### config.mk
export PLATFORM = sky130hd
export DESIGN_NAME = dispatch
export DESIGN_NICKNAME = d
export VERILOG_FILES = /design/src/rtl/gpu_pkg.sv /design/src/rtl/dispatch.sv
export SDC_FILE = /design/constraint.sdc
export NUM_CORES = 1
export LEC_CHECK = 0
export CORE_ASPECT_RATIO = 1.2
export CORE_MARGIN = 1.5
export CORE_UTILIZATION = 42
export CTS_CLUSTER_SIZE = 14
export DETAILED_ROUTE_END_ITERATION = 12
export PLACE_DENSITY_LB_ADDON = 0.3
export SLEW_MARGIN = 10
export SYNTH_ARGS = -nofsm -noshare
export SYNTH_HDL_FRONTEND = slang
export SYNTH_SLANG_ARGS = --single-unit
export TNS_END_PERCENT = 10
### constraint.sdc
create_clock -name clk -period 5.5 [get_ports clk]
set_input_delay 1.1 -clock clk [delete_from_list [all_inputs] [get_ports clk]]
set_output_delay 1.1 -clock clk [all_outputs]
set_load 0.02 [all_outputs]
### src/rtl/gpu_pkg.sv
// Shared GPU definitions: dispatcher state encoding, the default block size
// shared with core, and block-arithmetic helpers.
package gpu_pkg;

    localparam int DEFAULT_THREADS_PER_BLOCK = 4;

    typedef enum logic [1:0] {
        IDLE,
        RUN,
        DONE
    } dispatch_state_e;

    // Ceiling division; the 9-bit sum keeps thread counts near 255 from wrapping.
    function automatic logic [7:0] blocks_for(input logic [7:0] threads, input int tpb);
        logic [8:0] sum;
        sum = {1'b0, threads} + 9'(tpb - 1);
        return 8'(sum / 9'(tpb));
    endfunction

    function automatic logic [7:0] block_threads(input logic [7:0] threads,
                                                 input logic [7:0] id,
                                                 input int         tpb);
        logic [15:0] rem;
        rem = 16'(threads) - 16'(id) * 16'(tpb);
        return (rem > 16'(tpb)) ? 8'(tpb) : rem[7:0];
    endfunction

endpackage

### src/rtl/dispatch.sv
// Kernel block dispatcher: splits a launch into fixed-size blocks, hands them
// to free cores in index order, and raises done once every block completes.
module dispatch
    import gpu_pkg::*;
#(
    parameter int NUM_CORES         = 2,
    parameter int THREADS_PER_BLOCK = DEFAULT_THREADS_PER_BLOCK
) (
    input  logic                   clk,
    input  logic                   reset,
    input  logic                   start,
    input  logic [7:0]             thread_count,
    input  logic [NUM_CORES-1:0]   core_done,
    output logic [NUM_CORES-1:0]   core_start,
    output logic [NUM_CORES-1:0]   core_reset,
    output logic [NUM_CORES*8-1:0] core_block_id,
    output logic [NUM_CORES*8-1:0] core_thread_count,
    output logic                   done
);

    dispatch_state_e      state_q, state_d;
    logic [7:0]           thread_count_q, thread_count_d;
    logic [7:0]           total_blocks_q, total_blocks_d;
    logic [7:0]           blocks_dispatched_q, blocks_dispatched_d;
    logic [7:0]           blocks_done_q, blocks_done_d;
    logic [NUM_CORES-1:0] core_start_q, core_start_d;
    logic [NUM_CORES-1:0] core_reset_q, core_reset_d;
    logic [7:0]           block_id_q  [NUM_CORES];
    logic [7:0]           block_id_d  [NUM_CORES];
    logic [7:0]           block_cnt_q [NUM_CORES];
    logic [7:0]           block_cnt_d [NUM_CORES];
    logic                 done_q, done_d;
    logic [7:0]           next_id;
    logic [7:0]           n_done;

    always_comb begin
        // NOTE: every _d gets its hold value first so no path leaves one unassigned (no latches).
        state_d             = state_q;
        thread_count_d      = thread_count_q;
        total_blocks_d      = total_blocks_q;
        blocks_dispatched_d = blocks_dispatched_q;
        blocks_done_d       = blocks_done_q;
        core_start_d        = core_start_q;
        core_reset_d        = core_reset_q;
        block_id_d          = block_id_q;
        block_cnt_d         = block_cnt_q;
        done_d              = done_q;
        next_id             = blocks_dispatched_q;
        n_done              = '0;

        unique case (state_q)
            IDLE: begin
                if (start) begin
                    thread_count_d = thread_count;
                    total_blocks_d = blocks_for(thread_count, THREADS_PER_BLOCK);
                    state_d        = RUN;
                end
            end
            RUN: begin
                if (blocks_done_q == total_blocks_q) begin
                    state_d = DONE;
                    done_d  = 1'b1;
                end else begin
                    // A core completing this cycle is still out of reset, so it
                    // cannot be picked up again until the following edge.
                    for (int i = 0; i < NUM_CORES; i++) begin
                        if (core_start_q[i] && core_done[i]) begin
                            core_start_d[i] = 1'b0;
                            core_reset_d[i] = 1'b1;
                            n_done          = n_done + 8'd1;
                        end else if (core_reset_q[i] && (next_id < total_blocks_q)) begin
                            core_start_d[i] = 1'b1;
                            core_reset_d[i] = 1'b0;
                            block_id_d[i]   = next_id;
                            block_cnt_d[i]  = block_threads(thread_count_q, next_id,
                                                            THREADS_PER_BLOCK);
                            next_id         = next_id + 8'd1;
                        end
                    end
                    blocks_dispatched_d = next_id;
                    blocks_done_d       = blocks_done_q + n_done;
                end
            end
            DONE: ;
            default: state_d = IDLE;
        endcase
    end

    // NOTE: sequential state uses non-blocking assignments so all registers update together.
    always_ff @(posedge clk) begin
        if (reset) begin
            state_q             <= IDLE;
            thread_count_q      <= '0;
            total_blocks_q      <= '0;
            blocks_dispatched_q <= '0;
            blocks_done_q       <= '0;
            core_start_q        <= '0;
            core_reset_q        <= '1;
            done_q              <= 1'b0;
            for (int i = 0; i < NUM_CORES; i++) begin
                block_id_q[i]  <= '0;
                block_cnt_q[i] <= '0;
            end
        end else begin
            state_q             <= state_d;
            thread_count_q      <= thread_count_d;
            total_blocks_q      <= total_blocks_d;
            blocks_dispatched_q <= blocks_dispatched_d;
            blocks_done_q       <= blocks_done_d;
            core_start_q        <= core_start_d;
            core_reset_q        <= core_reset_d;
            done_q              <= done_d;
            block_id_q          <= block_id_d;
            block_cnt_q         <= block_cnt_d;
        end
    end

    for (genvar g = 0; g < NUM_CORES; g++) begin : g_core
        assign core_block_id[g*8 +: 8]     = block_id_q[g];
        assign core_thread_count[g*8 +: 8] = block_cnt_q[g];
    end

    assign core_start = core_start_q;
    assign core_reset = core_reset_q;
    assign done       = done_q;

endmodule

==> Yosys cells after proc, flatten, opt, wreduce, memory -nomap -nowiden <==
Index checks and enable logic that the tools add are counted.
{ "word_totals": {"input_bits": 13, "wordCells": 74, "reg_bits": 70, "out_inout_bits": 37} }
{ "op_classes": {"magnitude_cmp": 4, "bitwise": 4, "reduce_logical": 15, "muxes": 25, "n_addsub": 7, "eq_ne": 5} }
{ "ops": {"columns": ["cell", "count"], "rows": [
  ["2-to-1 mux 8 bit", 13],
  ["> comparator 16 x 3 -> 1 bit, second input constant", 2],
  ["adder 8 x 1 -> 8 bit, second input constant", 3],
  ["subtractor 8 x 10 -> 11 bit", 2],
  ["< comparator 8 x 7 -> 1 bit", 2],
  ["adder 8 x 2 -> 9 bit, second input constant", 1],
  ["2-to-1 mux 1 bit", 9],
  ["AND reduction 3 bit", 3],
  ["adder 8 bit", 1],
  ["== test 8 x 7 -> 1 bit", 1],
  ["AND reduction 4 bit", 2],
  ["case mux 2 bit (3 select lines)", 1],
  ["AND reduction 2 bit", 3],
  ["logical AND 1 bit", 4],
  ["2-to-1 mux 2 bit", 2],
  ["inequality test 2 bit, second input constant", 2],
  ["inverter 1 bit", 4],
  ["nonzero test 2 bit", 2],
  ["== test 2 x 1 -> 1 bit, second input constant", 1],
  ["== test 2 bit, second input constant", 1],
  ["logical NOT 2 bit", 1]
]} }

==> Longest topological paths before layout <==
Gate-level depths: netlist of the first run.
{ "depth": {"word_depth": 10, "ltp_mapped": 19, "ltp_nobuf": 18} }

==> Least setup slack after synthesis of the first run <==
OpenSTA, ideal clock, no wires.
{ "synth_timing": {"path_type": "reg-to-reg", "start": "reg total_blocks_q[3]", "end": "reg blocks_dispatched_q[4]", "slack_ps": 1278, "path_stages_with_launch": 20, "n_path_buf": 1, "arrival_ps": 4152, "setup_ps": 70, "synth_period_minus_slack_ps": 4222, "required_ps": 5430, "path_cell_list": "dfxtp_1 inv_1 ha_1 or4_1 a21o_1 and3_4 buf_6 nor2_4 nand4_1 xnor2_1 inv_1 ha_1 a21o_1 a21o_1 a21oi_1 o311ai_1 nor3b_4 a31oi_1 or3_1 a21oi_1"} }
{ "synth_via": {"elab_chain_cells": 10, "elab_cells_between_ends": 14, "classes_between": "1 x add/sub; 2 x order compare; 1 x eq/ne; 6 x mux; 1 x bitwise; 3 x reduce/logical"} }
{ "synth_lines": {"columns": ["element", "line", "rtl"], "rows": [
  ["start, declared", "dispatch.sv:23", "logic [7:0] total_blocks_q, total_blocks_d;"],
  ["start signal, assigned", "dispatch.sv:107", "total_blocks_q <= total_blocks_d;"],
  ["< comparator 8 x 7 -> 1 bit", "dispatch.sv:71", "end else if (core_reset_q[i] && (next_id < total_blocks_q)) begin"],
  ["logical AND 1 bit", "dispatch.sv:71", null],
  ["2-to-1 mux 8 bit", "dispatch.sv:71", null],
  ["2-to-1 mux 8 bit", "dispatch.sv:67", "if (core_start_q[i] && core_done[i]) begin"],
  ["2-to-1 mux 8 bit", "dispatch.sv:60", "if (blocks_done_q == total_blocks_q) begin"],
  ["2-to-1 mux 8 bit", "dispatch.sv:51", "unique case (state_q)"],
  ["< comparator 8 x 7 -> 1 bit", "dispatch.sv:71", null],
  ["logical AND 1 bit", "dispatch.sv:71", null],
  ["2-to-1 mux 8 bit", "dispatch.sv:71", null],
  ["2-to-1 mux 8 bit", "dispatch.sv:67", null],
  ["end signal, assigned", "dispatch.sv:108", "blocks_dispatched_q <= blocks_dispatched_d;"],
  ["end, declared", "dispatch.sv:24", "logic [7:0] blocks_dispatched_q, blocks_dispatched_d;"]
]} }
Parallel ways exist; a longest one is shown, timed or not. The select of a mux whose other input is x is not followed.
A chain may end at the register's enable or synchronous reset.

==> Final worst setup path of the first run <==
{ "layout_timing": {"start": "reg blocks_dispatched_q[3]", "end": "reg blocks_dispatched_q[4]"} }
{ "layout_via": {"elab_chain_cells": 10, "elab_cells_between_ends": 12, "classes_between": "2 x add/sub; 2 x order compare; 6 x mux; 2 x reduce/logical"} }
{ "layout_lines": {"columns": ["element", "line"], "rows": [
  ["< comparator 8 x 7 -> 1 bit", "dispatch.sv:71"],
  ["logical AND 1 bit", "dispatch.sv:71"],
  ["2-to-1 mux 8 bit", "dispatch.sv:71"],
  ["2-to-1 mux 8 bit *", "dispatch.sv:67"],
  ["2-to-1 mux 8 bit *", "dispatch.sv:60"],
  ["2-to-1 mux 8 bit *", "dispatch.sv:51"],
  ["< comparator 8 x 7 -> 1 bit", "dispatch.sv:71"],
  ["logical AND 1 bit", "dispatch.sv:71"],
  ["2-to-1 mux 8 bit", "dispatch.sv:71"],
  ["2-to-1 mux 8 bit *", "dispatch.sv:67"]
]} }
Every way passes the cells marked *; elsewhere a longest branch is shown, timed or not. The select of a mux whose other input is x is not followed.

==> results of run 1 <==
-- metal layers --
metal	global-route usage	part of all wire	up-vias
li1	-	-	1789
met1	0.255	0.44	1668
met2	0.344	0.48	101
met3	0.0295	0.046	29
met4	0.126	0.038	0
met5	0	0	-
-- per-stage QoR --
step | hold slack [ps] | cell area [um2] | power [mW] | setup WS, ps | util
finish | 460 | 4810 | 1.67 | 740 | 0.524
CTS | 460 | 4810 | 1.68 | 792 | 0.524
global route | 480 | 4810 | 1.78 | 370 | 0.524
floorplan | 436 | 4010 | 1.06 | 1280 | -
detailed placement | 444 | 4600 | 1.24 | 523 | 0.502
global placement | 433 | 4600 | 1.22 | 667 | 0.502
-- cells in the mapped netlist, drive strengths merged (3+ instances only) --
cell type / count
a31oi: 5
inv: 30
o21ai: 12
or4: 4
o21a: 4
a21o: 6
or3: 5
o211ai: 5
xor2: 14
nor2: 46
clkbuf: 14
o31ai: 4
dfxtp: 70
a211oi: 16
and2: 17
nor3: 15
xnor2: 17
nand3: 10
buf: 5
and3: 4
a21oi: 34
nand2b: 4
nand2: 59
nand4: 7
nor2b: 7
ha: 25
nand3b: 6
a2111oi: 3
-- sequential cells by signal (all words and copies together), names as in the netlist --
signal / cells
blocks_dispatched_q: 8
blocks_done_q: 8
core_block_id: 16
core_reset: 2
core_start: 2
core_thread_count: 16
done: 1
state_q: 2
thread_count_q: 8
total_blocks_q: 7
-- area by class of cell --
| cell class | instances | area (um2) |
|---|---|---|
| Fill cell | 866 | 4370 |
| Timing Repair Buffer | 54 | 523 |
| Clock buffer | 9 | 124 |
| Multi-Input combinational cell | 362 | 2410 |
| Inverter | 31 | 118 |
| Clock inverter | 7 | 80.1 |
| Tap cell | 120 | 150 |
| Sequential cell | 70 | 1400 |
-- power groups by stage --
stage                     Clock, mW  Sequential, mW  Combinational (mW)
after floorplan                   0           0.612               0.451
after global placement            0           0.602               0.621
after detailed placement          0           0.603               0.636
after CTS                     0.444           0.591               0.643
after global routing          0.466           0.598               0.717
final                         0.437           0.591               0.646
-- logic make-up after synthesis --
kind of cell	Yosys count	synth area share
AND/OR/NAND/NOR	194	0.249
AO/OA/AOI/OAI	106	0.180
flip-flops	70	0.350
buffers and inverters	50	0.0497
XOR/XNOR	31	0.0743
adder cells (fa/ha/maj)	29	0.0931
multiplexers	2	0.00500
-- tightest hold or removal path, delay by kind of cell (launching register included) --
kind / cells / cell delay, ps
DFF: 1 / 320
AOI/OAI and AO/OA: 1 / 50
and+or+nand+nor: 1 / 50
-- worst paths after layout --
path,start,end,slack (ps),cells after the start
min reg2reg,core_block_id[5],core_block_id[5],460,2
min,core_block_id[5],core_block_id[5],460,2
max reg2reg,blocks_dispatched_q[3],blocks_dispatched_q[4],740,17
max,blocks_dispatched_q[3],blocks_dispatched_q[4],740,17
==> qor.txt, run 1 <==
number of synthesized register bits: 70
most frequent CP cell: a21o_1
Reg power frac: 0.353
gr usage total: 0.207
P per Cell Area: 348 nW/um2
Peak VDD IR: 0.151 mV
Antenna Cells: 0
# resized after CTS: 0
status: finished, final reports clean
most frequent cells in the layout: dfxtp_1 (70), nand2_1 (59), clkdlybuf4s50_1 (48), nor2_1 (45), a21oi_1 (34)
number of H-tree levels: 3
critical path class: reg -> reg
sequential fraction of the synthesis area: 0.350
nets@finish: 568
placed cell count: 637
min Tclk post-route: 4760 ps
CP startpoint kind: register
Pleak: 1.80 nW
warnings from Yosys: 0
Critical Path RT: 5800 ps
routed wire length: 9950 um
FFs w/ async S/R, synth: 0
Post-CTS Setup Bufs: 0
Final Cycle Share: 0.865
P&R area growth vs syn: 20.0%
Cell Area, Synth: 4010 um2
Synth Net Count: 522
grt ovf: 0
fmax: 0.210 GHz
Avg Vias per Cell: 5.49
Comb pwr share: 0.386
# setup viols final: 0
Max FO, Critical Path: 8
vias in the first global route: 3,406
Skew-Pair Late Insertion Delay: 370 ps
syn avg cell area: 8.31 um2
leading area contributor after synthesis: dfxtp_1
ys flop type: dfxtp_1
Layout Cells excl Fill: 653
critical path arrival: 5060 ps
Sw Ratio: 0.383
First-pass DRT Iterations: 4
first-pass GRT wire length: 16,400 um
Avg WL per Cell: 15.2 um
Top delay family on crit path: simple AND/OR/NAND/NOR gates
die span in y: 110 um
Worst-Margin Slew: 1000 ps
IO buf count: 49
CP Capture Type: register
final setup skew: 11.5 ps
most common cell after layout, fill and taps aside: dfxtp_1
site row count: 38
slew margin rel.: 0.328
Yosys top cell area share: 0.350
Placer Congestion: 0.903
total CTS buffers: 9
cell breakdown of the critical path: ha_1 -> or4_1 -> a21o_1 -> and3_4 -> nor2_4 -> nand4_1 -> xnor2_1 -> inv_1 -> ha_1 -> a21o_1 -> a21o_1 -> a21oi_1 -> o311ai_1 -> nor3b_4 -> a31oi_1 -> or3_1 -> a21oi_1
largest net degree at the start of global routing: 37
Mapped Cells: 482
number of distinct library cells after synthesis: 66
clock power share: 0.261
Buf/Inv on CP: 1
hold buffers post-CTS: 0
total of max-cap violations: 0
DP Wirelength: 7510 um
P_sw: 0.641 mW
Max stage delay on crit path: 500 ps
clock root buffer: clkbuf_8
internal cell power: 1.03 mW
Die ar.: 10,100 um2
slowest stage cell on the critical path: or4_1
DRC viols: 0
TNS Setup: 0 ps
clock sink total: 70
proportion of layout cells with a drive suffix above 1: 0.0713
Max Slew Vio Count: 0
antenna-violating nets left: 0
final hold violations: 0
Longest Clk Path Bufs: 2
initial core utilization: 0.437
ranking of synthesized cells by area: dfxtp_1 (35%), ha_1 (7.8%), nand2_1 (5.5%)
I/O pins: 50
initial drt markers: 180
die width: 92.2 um
worst hold path class: reg -> reg
Post-synth EDFFs: 0
clock transition at the registers of the reported paths: 80 ps
initial antenna violation count: 0
CTS tree: built
RSZ-0062 raised after global routing: false
routed vias: 3,587
core region area: 9180 um2
Power figures use the tool's default switching activity.
==> run 2, diff against run 1 <==
Settings changed: PLACE_DENSITY_LB_ADDON 0.3 to default.
==> run 2 against run 1 <==
  * Sequential power hardly changed
  * Register-to-register slack better by 30 ps
  * First-iteration DRC count is 6.1% lower
  * Critical endpoint unchanged
==> qor.txt, run 2 (synthesized netlist as in run 1, its figures left out) <==
status: finished, final reports clean (unchanged)
die width: 92.2 um (unchanged)
clock transition at the registers of the reported paths: 80 ps (about the same)
site row count: 38 (unchanged)
Peak VDD IR: 0.244 mV (was 0.151 mV)
P_sw: 0.626 mW (was 0.641 mW)
clock root buffer: clkbuf_8 (unchanged)
RSZ-0062 raised after global routing: false (unchanged)
worst-case reg-to-reg path depth: 18 (was 17)
Max Slew Vio Count: 0 (unchanged)
antenna-violating nets left: 0 (unchanged)
# resized after CTS: 0 (unchanged)
Longest Clk Path Bufs: 2 (unchanged)
grt ovf: 0 (unchanged)
clock sink total: 70 (unchanged)
Avg Vias per Cell: 5.41 (was 5.49)
Worst Hold Depth: 2 (unchanged)
Post-DP Area: 4600 um2 (unchanged)
# setup viols final: 0 (unchanged)
total CTS buffers: 9 (unchanged)
die span in y: 110 um (unchanged)
Critical Path RT: 5790 ps (was 5800 ps)
Avg WL per Cell: 15.1 um (was 15.2 um)
internal cell power: 1.09 mW (was 1.03 mW)
clock power share: 0.281 (was 0.261)
Sw Ratio: 0.365 (was 0.383)
IO buf count: 49 (unchanged)
cell breakdown of the critical path: inv_1 -> ha_1 -> or4_1 -> a21o_1 -> and3_4 -> nor2_4 -> nand4_1 -> xnor2_1 -> inv_1 -> ha_1 -> a21o_1 -> a21o_1 -> a21oi_1 -> o311ai_1 -> nor3b_4 -> a31oi_1 -> or3_1 -> a21oi_1 (was ha_1 -> or4_1 -> a21o_1 -> and3_4 -> nor2_4 -> nand4_1 -> xnor2_1 -> inv_1 -> ha_1 -> a21o_1 -> a21o_1 -> a21oi_1 -> o311ai_1 -> nor3b_4 -> a31oi_1 -> or3_1 -> a21oi_1)
most frequent cells in the layout: dfxtp_1 (70), nand2_1 (59), clkdlybuf4s50_1 (48), nor2_1 (45), a21oi_1 (34) (unchanged)
routed wire length: 9880 um (was 9950 um)
fillers: 901 (was 866)
Comb pwr share: 0.374 (was 0.386)
critical path class: reg -> reg (unchanged)
Reg power frac: 0.345 (was 0.353)
CP startpoint kind: register (unchanged)
Antenna Cells: 0 (unchanged)
Worst R2R Start: total_blocks_q[3] (was blocks_dispatched_q[3])
vias in the first global route: 3,373 (was 3,406)
Final Cycle Share: 0.859 (was 0.865)
I/O pins: 50 (unchanged)
Placer Congestion: 0.898 (was 0.903)
TNS Setup: 0 ps (unchanged)
Max stage delay on crit path: 510 ps (was 500 ps)
Hold EP: done (was core_block_id[5])
P per Cell Area: 355 nW/um2 (was 348 nW/um2)
slew margin rel.: 0.303 (was 0.328)
initial core utilization: 0.437 (unchanged)
P&R area growth vs syn: 20.6% (was 20.0%)
final hold violations: 0 (unchanged)
hold path start: done (was core_block_id[5])
met2 wire len: 4680 um (was 4750 um)
largest net degree at the start of global routing: 38 (was 37)
WL met3: 352 um (was 456 um)
flop2flop setup slack: 770 ps (was 740 ps)
most common cell after layout, fill and taps aside: dfxtp_1 (unchanged)
proportion of layout cells with a drive suffix above 1: 0.0713 (unchanged)
post-route cell area: 4830 um2 (was 4810 um2)
met1 wire length: 4500 um (was 4370 um)
total of max-cap violations: 0 (unchanged)
initial drt markers: 169 (was 180)
nets@finish: 568 (unchanged)
gr usage total: 0.207 (about the same)
core region area: 9180 um2 (unchanged)
initial antenna violation count: 0 (unchanged)
Pleak: 1.81 nW (was 1.80 nW)
final core occ: 0.527 (was 0.524)
First-pass DRT Iterations: 5 (was 4)
critical path arrival: 5010 ps (was 5060 ps)
routed vias: 3,533 (was 3,587)
number of H-tree levels: 3 (unchanged)
DRC viols: 0 (unchanged)
Final Total Pwr: 1.71 mW (was 1.67 mW)
final setup skew: 7.38 ps (was 11.5 ps)
Die ar.: 10,100 um2 (unchanged)
fmax: 0.212 GHz (was 0.210 GHz)
worst hold path class: reg -> reg (unchanged)
Max FO, Critical Path: 8 (unchanged)
min Tclk post-route: 4730 ps (was 4760 ps)
CTS tree: built (unchanged)
CP Capture Type: register (unchanged)
DR top layer: met4 (unchanged)
DP Wirelength: 7530 um (was 7510 um)
hold buffers post-CTS: 0 (unchanged)
slowest stage cell on the critical path: or4_1 (unchanged)
Critical Path Start: total_blocks_q[3] (was blocks_dispatched_q[3])
Skew-Pair Late Insertion Delay: 360 ps (was 370 ps)
Crit Reg-Reg Endpoint: blocks_dispatched_q[4] (unchanged)
first-pass GRT wire length: 16,100 um (was 16,400 um)
Worst-Margin Slew: 1040 ps (was 1000 ps)
most frequent CP cell: a21o_1 (unchanged)
Post-CTS Setup Bufs: 0 (unchanged)
-- run 2: cell count changes in the layout (fill, tap and decap cells not counted) --
cell,change
inv_8,-1
clkinvlp_4,+1
clkinv_2,-1
clkinv_4,-1
bufinv_16,+1
clkbuf_8,+1
-- run 2: critical path, delay by kind of cell (launching register included) --
| kind | cells | cell delay [ps] |
|---|---|---|
| buf+inv | 2 | 240 |
| compound gates | 7 | 1170 |
| simple gates | 6 | 1830 |
| xor+xnor | 1 | 470 |
| fa+ha+maj | 2 | 550 |
| flops | 1 | 380 |
-- run 2: stage by stage --
stage,hold WS [ps],setup slack [ps],instances
5_1_grt,472,482,653
6_report,451,774,653
3_5_place_dp,444,540,637
4_1_cts,460,812,653
3_3_place_gp,436,741,637
2_1_floorplan,436,1280,482
-- run 2: how the worst max path moves through the flow --
| stage | end | cells after the start | slack, ps |
|---|---|---|---|
| floorplan | blocks_dispatched_q[4] | 19 | 1280 |
| global placement | blocks_dispatched_q[4] | 16 | 740 |
| detailed placement | blocks_dispatched_q[4] | 16 | 540 |
| CTS | blocks_dispatched_q[4] | 18 | 810 |
| global route | blocks_dispatched_q[4] | 18 | 480 |
| finish | blocks_dispatched_q[4] | 18 | 770 |
-- run 2: metal layers --
| layer | global-route usage | vias to the layer above |
|---|---|---|
| met5 | 0 | - |
| met4 | 0.130 | 0 |
| met3 | 0.0281 | 24 |
| met2 | 0.352 | 75 |
| met1 | 0.248 | 1643 |
| li1 | - | 1791 |
-- run 2: power by group through the flow --
stage | registers, mW | clock network (mW) | logic [mW]
2_1_floorplan | 0.612 | 0 | 0.451
3_3_place_gp | 0.603 | 0 | 0.632
3_5_place_dp | 0.603 | 0 | 0.639
4_1_cts | 0.591 | 0.492 | 0.643
5_1_grt | 0.597 | 0.515 | 0.715
6_report | 0.591 | 0.482 | 0.642
-- run 2: cell type report --
class,count,area (um2),area share
multi-input cells,362,2410,0.499
flip-flops and latches,70,1400,0.290
repair buffers,54,523,0.108
well taps,120,150,0.0311
clock buffers,10,138,0.0285
inverters,31,118,0.0243
clock inverters,6,92.6,0.0192
